$ cat src/rtl/tdm_pkg.sv
// Shared types and constants for the 4-lane TDM demultiplexer.
package tdm_pkg;

  localparam int NUM_SLOTS = 4;
  localparam int SLOT_W    = 2;

  typedef logic [SLOT_W-1:0] slot_t;

  // Frame-lock state; LOCKED drives the locked output directly.
  typedef enum logic {
    HUNT   = 1'b0,
    LOCKED = 1'b1
  } state_e;

endpackage

$ cat src/rtl/tdm_slot_ctr.sv
// Wrapping slot counter: tracks which lane the next valid beat lands in.
module tdm_slot_ctr
  import tdm_pkg::*;
(
  input  logic  clk,
  input  logic  rst_n,
  input  logic  adv,
  input  logic  load1,
  output slot_t slot,
  output logic  last
);

  slot_t slot_q;
  slot_t slot_d;

  // Next slot: load1 wins (frame restarts after slot 0), otherwise advance on a beat.
  always_comb begin
    slot_d = slot_q;
    if (load1) begin
      slot_d = slot_t'(1);
    end else if (adv) begin
      slot_d = slot_q + slot_t'(1);
    end
  end

  // Slot register with synchronous active-low clear.
  always_ff @(posedge clk) begin
    if (!rst_n) begin
      slot_q <= '0;
    end else begin
      slot_q <= slot_d;
    end
  end

  assign slot = slot_q;
  assign last = (slot_q == slot_t'(NUM_SLOTS - 1));

endmodule

$ cat src/rtl/tdm_demux4.sv
// Frame-locking time-division demultiplexer: one serial bit per valid beat,
// steered into 4 lanes and presented in parallel once per complete frame.
//
// Handshake: din_valid is a qualifier only (no ready). A beat is consumed on
// every rising edge where din_valid=1; frame_sync is meaningful only then.
// With din_valid=0 all state holds and the pulse outputs return to 0.
module tdm_demux4
  import tdm_pkg::*;
#(
  parameter int ERR_MAX = 3,
  parameter int ERR_W   = 4
) (
  input  logic       clk,
  input  logic       rst_n,
  input  logic       din,
  input  logic       din_valid,
  input  logic       frame_sync,
  output logic [3:0] q,
  output logic [1:0] sel,
  output logic       frame_valid,
  output logic       locked,
  output logic       sync_err
);

  state_e           state_q, state_d;
  logic [2:0]       shadow_q, shadow_d;
  logic [ERR_W-1:0] err_cnt_q, err_cnt_d;
  logic [ERR_W-1:0] err_inc;
  logic [3:0]       q_q, q_d;
  logic             frame_valid_q, frame_valid_d;
  logic             sync_err_q, sync_err_d;

  logic  ctr_adv, ctr_load1, ctr_clr, ctr_rst_n;
  slot_t slot;
  logic  slot_last;

  // Lock loss returns the slot counter to 0 through its synchronous clear.
  assign ctr_rst_n = rst_n & ~ctr_clr;

  tdm_slot_ctr u_slot_ctr (
    .clk   (clk),
    .rst_n (ctr_rst_n),
    .adv   (ctr_adv),
    .load1 (ctr_load1),
    .slot  (slot),
    .last  (slot_last)
  );

  assign err_inc = err_cnt_q + ERR_W'(1);

  // Frame-lock FSM, shadow capture, error counting and output update.
  always_comb begin
    state_d       = state_q;
    shadow_d      = shadow_q;
    err_cnt_d     = err_cnt_q;
    q_d           = q_q;
    frame_valid_d = 1'b0;
    sync_err_d    = 1'b0;
    ctr_adv       = 1'b0;
    ctr_load1     = 1'b0;
    ctr_clr       = 1'b0;

    if (din_valid) begin
      case (state_q)
        HUNT: begin
          if (frame_sync) begin
            shadow_d  = {2'b00, din};
            ctr_load1 = 1'b1;
            err_cnt_d = '0;
            state_d   = LOCKED;
          end
        end
        LOCKED: begin
          if (slot == '0 && frame_sync) begin
            // Aligned start of frame.
            err_cnt_d   = '0;
            shadow_d[0] = din;
            ctr_adv     = 1'b1;
          end else if (slot == '0 || frame_sync) begin
            sync_err_d = 1'b1;
            if (err_inc >= ERR_W'(ERR_MAX)) begin
              // Too many consecutive errors: drop lock, no capture.
              state_d   = HUNT;
              err_cnt_d = '0;
              ctr_clr   = 1'b1;
            end else begin
              err_cnt_d = err_inc;
              if (frame_sync) begin
                // Misplaced sync: abandon partial frame, restart at slot 0.
                shadow_d  = {2'b00, din};
                ctr_load1 = 1'b1;
              end else begin
                // Missing sync: keep the bit as slot 0 without realigning.
                shadow_d[0] = din;
                ctr_adv     = 1'b1;
              end
            end
          end else begin
            if (slot_last) begin
              q_d           = {din, shadow_q};
              frame_valid_d = 1'b1;
            end else begin
              shadow_d[slot] = din;
            end
            ctr_adv = 1'b1;
          end
        end
        default: state_d = HUNT;
      endcase
    end
  end

  // State and output registers with synchronous active-low reset.
  always_ff @(posedge clk) begin
    if (!rst_n) begin
      state_q       <= HUNT;
      shadow_q      <= '0;
      err_cnt_q     <= '0;
      q_q           <= '0;
      frame_valid_q <= 1'b0;
      sync_err_q    <= 1'b0;
    end else begin
      state_q       <= state_d;
      shadow_q      <= shadow_d;
      err_cnt_q     <= err_cnt_d;
      q_q           <= q_d;
      frame_valid_q <= frame_valid_d;
      sync_err_q    <= sync_err_d;
    end
  end

  assign q           = q_q;
  assign sel         = slot;
  assign frame_valid = frame_valid_q;
  assign locked      = (state_q == LOCKED);
  assign sync_err    = sync_err_q;

endmodule

$ cat config.mk
export PLATFORM = sky130hd
export DESIGN_NAME = tdm_demux4
export DESIGN_NICKNAME = d
export VERILOG_FILES = /design/src/rtl/tdm_pkg.sv /design/src/rtl/tdm_slot_ctr.sv /design/src/rtl/tdm_demux4.sv
export SDC_FILE = /design/constraint.sdc
export NUM_CORES = 1
export LEC_CHECK = 0
export CORE_UTILIZATION = 40
export CTS_CLUSTER_SIZE = 16
export DETAILED_ROUTE_END_ITERATION = 6
export DONT_BUFFER_PORTS = 1
export SYNTH_ARGS = -nofsm -noshare
export SYNTH_HDL_FRONTEND = slang
export SYNTH_SLANG_ARGS = --single-unit
export TNS_END_PERCENT = 100
$ cat constraint.sdc
create_clock -name clk -period 2.1 [get_ports clk]
set_input_delay 0.42 -clock clk [delete_from_list [all_inputs] [get_ports clk]]
set_output_delay 0.42 -clock clk [all_outputs]
set_load 0.01 [all_outputs]
---- After elaboration in Yosys (flattened, before gate mapping) ----
Index checks and enable logic that the tools add are counted.
storage, ports and cells
  register bits after elaboration ......... 16
  bits of input ports ..................... 5
  output and inout port bits .............. 9
  word-level logic and storage cells ...... 84
operators by class
  add/subtract/negate cells ............... 2
  $lt $le $gt $ge ......................... 3
  equal/unequal tests ..................... 9
  multiplexer cells ....................... 41
  bitwise logic cells ..................... 8
  reduce and logical (&&, ||, !) cells .... 12
operators by type and width
  kind                                                                    count
  1-bit two-way mux                                                       25
  4-bit two-way mux                                                       4
  3-bit two-way mux                                                       4
  4-bit case mux with 2 select lines                                      1
  1-bit inverter                                                          7
  3-bit != test (second input constant)                                   2
  3-bit case mux with 2 select lines                                      1
  6-bit AND reduction                                                     1
  5-bit AND reduction                                                     1
  5-bit OR reduction                                                      1
  4-bit by 1-bit adder with 4-bit output (second input constant)          1
  4-bit by 2-bit >= comparator with 1-bit output (second input constant)  1
  2-bit two-way mux                                                       2
  2-bit != test (second input constant)                                   2
  4-bit by 2-bit != test with 1-bit output (second input constant)        1
  4-bit != test (second input constant)                                   1
  1-bit case mux with 2 select lines                                      2
  4-bit AND reduction                                                     1
  4-bit OR reduction                                                      1
  3-bit bitwise mux                                                       1
  2-bit by 3-bit < comparator with 1-bit output (second input constant)   1
  3-bit by 1-bit != test with 1-bit output (second input constant)        1
  3-bit by 2-bit != test with 1-bit output (second input constant)        1
  3-bit AND reduction                                                     1
  10 further kinds                                                        11

---- Logic depth before layout (Yosys ltp) ----
  word-level depth ........................ 11
  mapped depth ............................ 8
  gate-level depth less buffers ........... 7

---- Modules after synthesis ----
From an unflattened synthesis, not the netlist that was laid out.
unflattened totals
  cells, all modules ...................... 95
  area total of the unflattened synthesis .. 888.4 um^2
modules (own cells, without submodules)
  module        instances  cells an instance  area each (um^2)  sequential area each (um^2)
  tdm_demux4    1          88                 797.0             280.3
  tdm_slot_ctr  1          7                  91.3              40.0

---- Least setup slack after synthesis ----
OpenSTA, ideal clock, no wires.
  kind .................................... register to register
  from .................................... reg u_slot_ctr.slot_q[0], in the netlist u_slot_ctr.slot[0]
  to ...................................... reg err_cnt_q[0]
  library setup time ...................... 72 ps
  arrival ................................. 1806 ps
  data required time ...................... 2028 ps
  slack ................................... 222 ps
  stages on the path, launching flop included .. 8
  path buffers ............................ 1
  clock period less this slack ............ 1878 ps
  path through ............................ dfxtp_1 > inv_1 > ha_1 > buf_2 > xnor2_1 > or2_2 > or3_1 > a21oi_1
on the way
  cells in the longest elaborated chain, start to end .. 4
  elaborated cells between the ends (all ways) .. 7
  classes of those cells .................. 1 x eq/ne; 2 x mux; 4 x reduce/logical
ends and longest elaborated chain
  element                                                                                                RTL line                            source
  start: declaration                                                                                     tdm_slot_ctr.sv:13                  slot_t slot_q;
  start signal: assignment                                                                               tdm_slot_ctr.sv:31                  slot_q <= slot_d;
  2-bit zero test *                                                                                      tdm_demux4.sv:74, tdm_demux4.sv:79
  1-bit logical AND / 1-bit logical OR (equally long branches)                                           tdm_demux4.sv:74, tdm_demux4.sv:79
  3-bit by 1-bit != test with 1-bit output (no source line) / 4-bit two-way mux (equally long branches)  n/a
  3-bit AND reduction (no source line) / 4-bit case mux with 2 select lines (equally long branches)      n/a
  end signal: assignment                                                                                 tdm_demux4.sv:125                   err_cnt_q <= err_cnt_d;
  end: declaration                                                                                       tdm_demux4.sv:27                    logic [ERR_W-1:0] err_cnt_q, err_cnt_d;
Mark *: on every way between the ends. The rest lies on a longest branch, timed or not.
A chain may end at the register's enable or synchronous reset.

---- Worst setup path in the final report ----
  from .................................... reg err_cnt_q[0]
  to ...................................... reg err_cnt_q[0]
on the way
  cells in the longest elaborated chain, start to end .. 6
ends and longest elaborated chain
  element                                         RTL line          source
  4-bit by 1-bit adder with 4-bit output *        tdm_demux4.sv:49  assign err_inc = err_cnt_q + ERR_W'(1);
  4-bit by 2-bit >= comparator with 1-bit output  tdm_demux4.sv:81  if (err_inc >= ERR_W'(ERR_MAX)) begin
  4-bit two-way mux *                             tdm_demux4.sv:81
  4-bit two-way mux *                             tdm_demux4.sv:79  end else if (slot == '0 || frame_sync) begin
  4-bit two-way mux *                             tdm_demux4.sv:74  if (slot == '0 && frame_sync) begin
  4-bit case mux with 2 select lines *            tdm_demux4.sv:64  case (state_q)
Mark *: on every way between the ends. The rest lies on a longest branch, timed or not. The select of a mux whose other input is x is not followed.

==> results.md <==
- Antenna cells: 0
- Final Hold Violating Endpoints: 0
- Fin util: 46.6%
- Antenna violations before repair: 0
- DRC Markers: 0
- Layout net count: 121
- Worst-Skew Late Latency: 0.28 ns
- Clock Tree Buf Depth: 2
- Non-filler cells, final: 136
- Max-Cap Viols: 0
- Area leader, netlist: dfxtp_1
- Highest Clock Rate: 0.542 GHz
- Sink Count: 16
- Synth Warn #: 0
- P_sw: 147 uW
- Die ar.: 2340 um2
- Dpl cell area: 897 um2
- Net Count, Synth: 117
- Synth-to-Final Area Change: 8.43%
- Mapped Area: 861 um2
- Unique masters post-synth: 31
- Internal: 442 uW
- Hold Crit Class: in2reg
- Root Driver: clkbuf_4
- Cts repair resizes: 0
- Worst R2R Setup Slack: 0.26 ns
- Synthesized flop and latch total: 16
- Post-synth top cells: dfxtp_1 (16), nand2_1 (14), nor2_1 (13)
- Switching Share: 25.0%
- Synth top area cells: dfxtp_1 (37%), ha_1 (8.7%), nand2_1 (6.1%)
- Post-synth top area share: 37.2%
- Pre-CTS WS: 0.256 ns
- Finished Cell Area: 933 um2
- Postcts setup bufs: 0
- Number of global-route vias before repair: 675
- Layout cells sized above 1: 9.17%
- Sequential-to-total area share from yosys stat: 37.2%
- Status: finished clean
- Top Ports: 14
- Largest fanout on the critical path: 8
- PD cells: 632 nW/um2
- Comb power frac: 11.5%
- Die X: 48.4 um
- Asr flop ratio synth: 0%
- Synth Instances: 106
- Total number of vias: 735
- RePlAce Congestion: 0.822
- RSZ-0062 raised after global routing: false
- CTS tree: yes
- Critical path arrival: 2.06 ns
- Synth Area per Inst: 8.12 um2
- Largest net degree at the start of global routing: 12
- Final Setup Violations: 0
- Core area: 2000 um2
- Final setup TNS: 0 ns
- Setup CP Type: reg2reg
- Clock skew after layout: 0.00448 ns
- Die Y: 48.4 um
- Critical path startpoint category: flop
- Site row count: 16
- Final worst slack: 0.256 ns
- CTS Buf Count: 3
- Post-route clock period utilization: 87.8%
- Hold buffer count at cts: 0
- Main synth FF type: dfxtp_1
- Starting Density: 43.0%
- Slew Viols, Final: 0
- Leakage: 0.000377 uW
- Rel. slew slack: 73.0%
- Worst-Margin Slew: 0.404 ns
- Number of buffers added on ports: 0
- Sequential power share: 53.8%
- Initial DRC Count: 20
- Post-route ant nets: 0
- Total wire length: 1.71 mm
- Top-count cell post-synth: dfxtp_1
- CP endpoint kind: flop
- Routed len/inst: 12.6 um
- Maximum vdd drop: 0.000518 V
- Clock share of power: 34.7%
- Clk slew on worst S/H paths: 0.10 ns
- Placed cell count: 132
- DP HPWL: 1.28 mm
- Vias per inst: 5.40
- CTS H-tree lvls: 1
- Detailed Routing Iterations Pass 1: 4
- Congestion Overflow GR: 0
- Worst path required time: 2.32 ns
- Post-synth EDFFs: 0
- Post-route minimum period: 1.84 ns
- Total Routing Usage GR: 16.1%
- First-pass GRT wire length: 2.94 mm
cell type report:
cell class / count / area [um2]
clock buffers: 4 / 36.3
flip-flops and latches: 16 / 320
repair buffers: 4 / 30.0
well taps: 27 / 33.8
multi-input cells: 78 / 487
fillers: 214 / 1070
inverters: 7 / 26.3
placed cells by master (no fill, tap or decap):
master      n
dfxtp_1    16
nand2_1    14
nor2_1     13
inv_1       6
o21ai_0     6
ha_1        6
mux2i_1     5
nor3_1      4
buf_4       4
nand3_1     3
a21oi_1     3
clkbuf_4    3
a211oi_1    2
o2bb2ai_1   2
nor4_1      2
a32o_1      2
or3_1       2
and3_1      2
clkinv_1    1
xnor2_1     1
or2_2       1
and2_1      1
o21ai_2     1
or3b_1      1
nand4_1     1
o2111ai_1   1
o22ai_1     1
o311ai_0    1
and3b_1     1
nand2b_1    1
a31oi_1     1
clkbuf_8    1
cells by family after synthesis:
kind of cell             Yosys count  share of synthesized area [%]
AND/OR/NAND/NOR                   46                           25.1
AO/OA/AOI/OAI                     20                           15.8
flip-flops                        16                           37.2
buffers and inverters             12                           6.25
adder cells (fa/ha/maj)            6                           8.72
multiplexers                       5                           5.81
XOR/XNOR                           1                           1.02
layer usage:
| metal | vias to the layer above | part of all wire [%] | global-route usage, % |
|---|---|---|---|
| met5 | - | 0 | 0 |
| met4 | 0 | 1.1 | 4.41 |
| met3 | 2 | 6.6 | 7.23 |
| met2 | 20 | 47 | 25.6 |
| met1 | 336 | 45 | 19.7 |
| li1 | 377 | - | - |
registers in the layout, indices dropped and copies added (netlist names):
register         cells
err_cnt_q            4
frame_valid          1
locked               1
q                    4
shadow_q             3
sync_err             1
u_slot_ctr.slot      2
path summary, 6_finish.rpt:
path / from / depth (start not counted) / end
worst max-delay path: err_cnt_q[0]$_SDFFE_PN0P_ / 6 / err_cnt_q[0]$_SDFFE_PN0P_
worst min-delay path: frame_sync / 1 / frame_valid$_SDFF_PP0_
worst max register to register: err_cnt_q[0]$_SDFFE_PN0P_ / 6 / err_cnt_q[0]$_SDFFE_PN0P_
worst min register to register: shadow_q[0]$_SDFFE_PN0P_ / 2 / shadow_q[0]$_SDFFE_PN0P_
worst max-delay path: stages, from the launching register on:
cell and delay (ns):
dfxtp_1 0.40, ha_1 0.21, nand2_1 0.08, o21ai_2 0.14, or3b_1 0.48, or3_1 0.35
a21oi_1 0.14
metrics by stage:
stage | hold slack [ns] | power (uW)
after global placement | 0.451 | 391
final | 0.201 | 589
after CTS | 0.191 | 597
after detailed placement | 0.457 | 391
after global routing | 0.186 | 618
after floorplan | 0.434 | 379
power by group through the flow:
stage | logic [uW] | registers, uW | clock network [uW]
after floorplan | 55.4 | 324 | 0
after global placement | 67.2 | 324 | 0
final | 67.7 | 317 | 205
after global routing | 76.2 | 319 | 223
after CTS | 66.9 | 317 | 213
after detailed placement | 66.7 | 324 | 0
(Power assumes the default switching activity.)
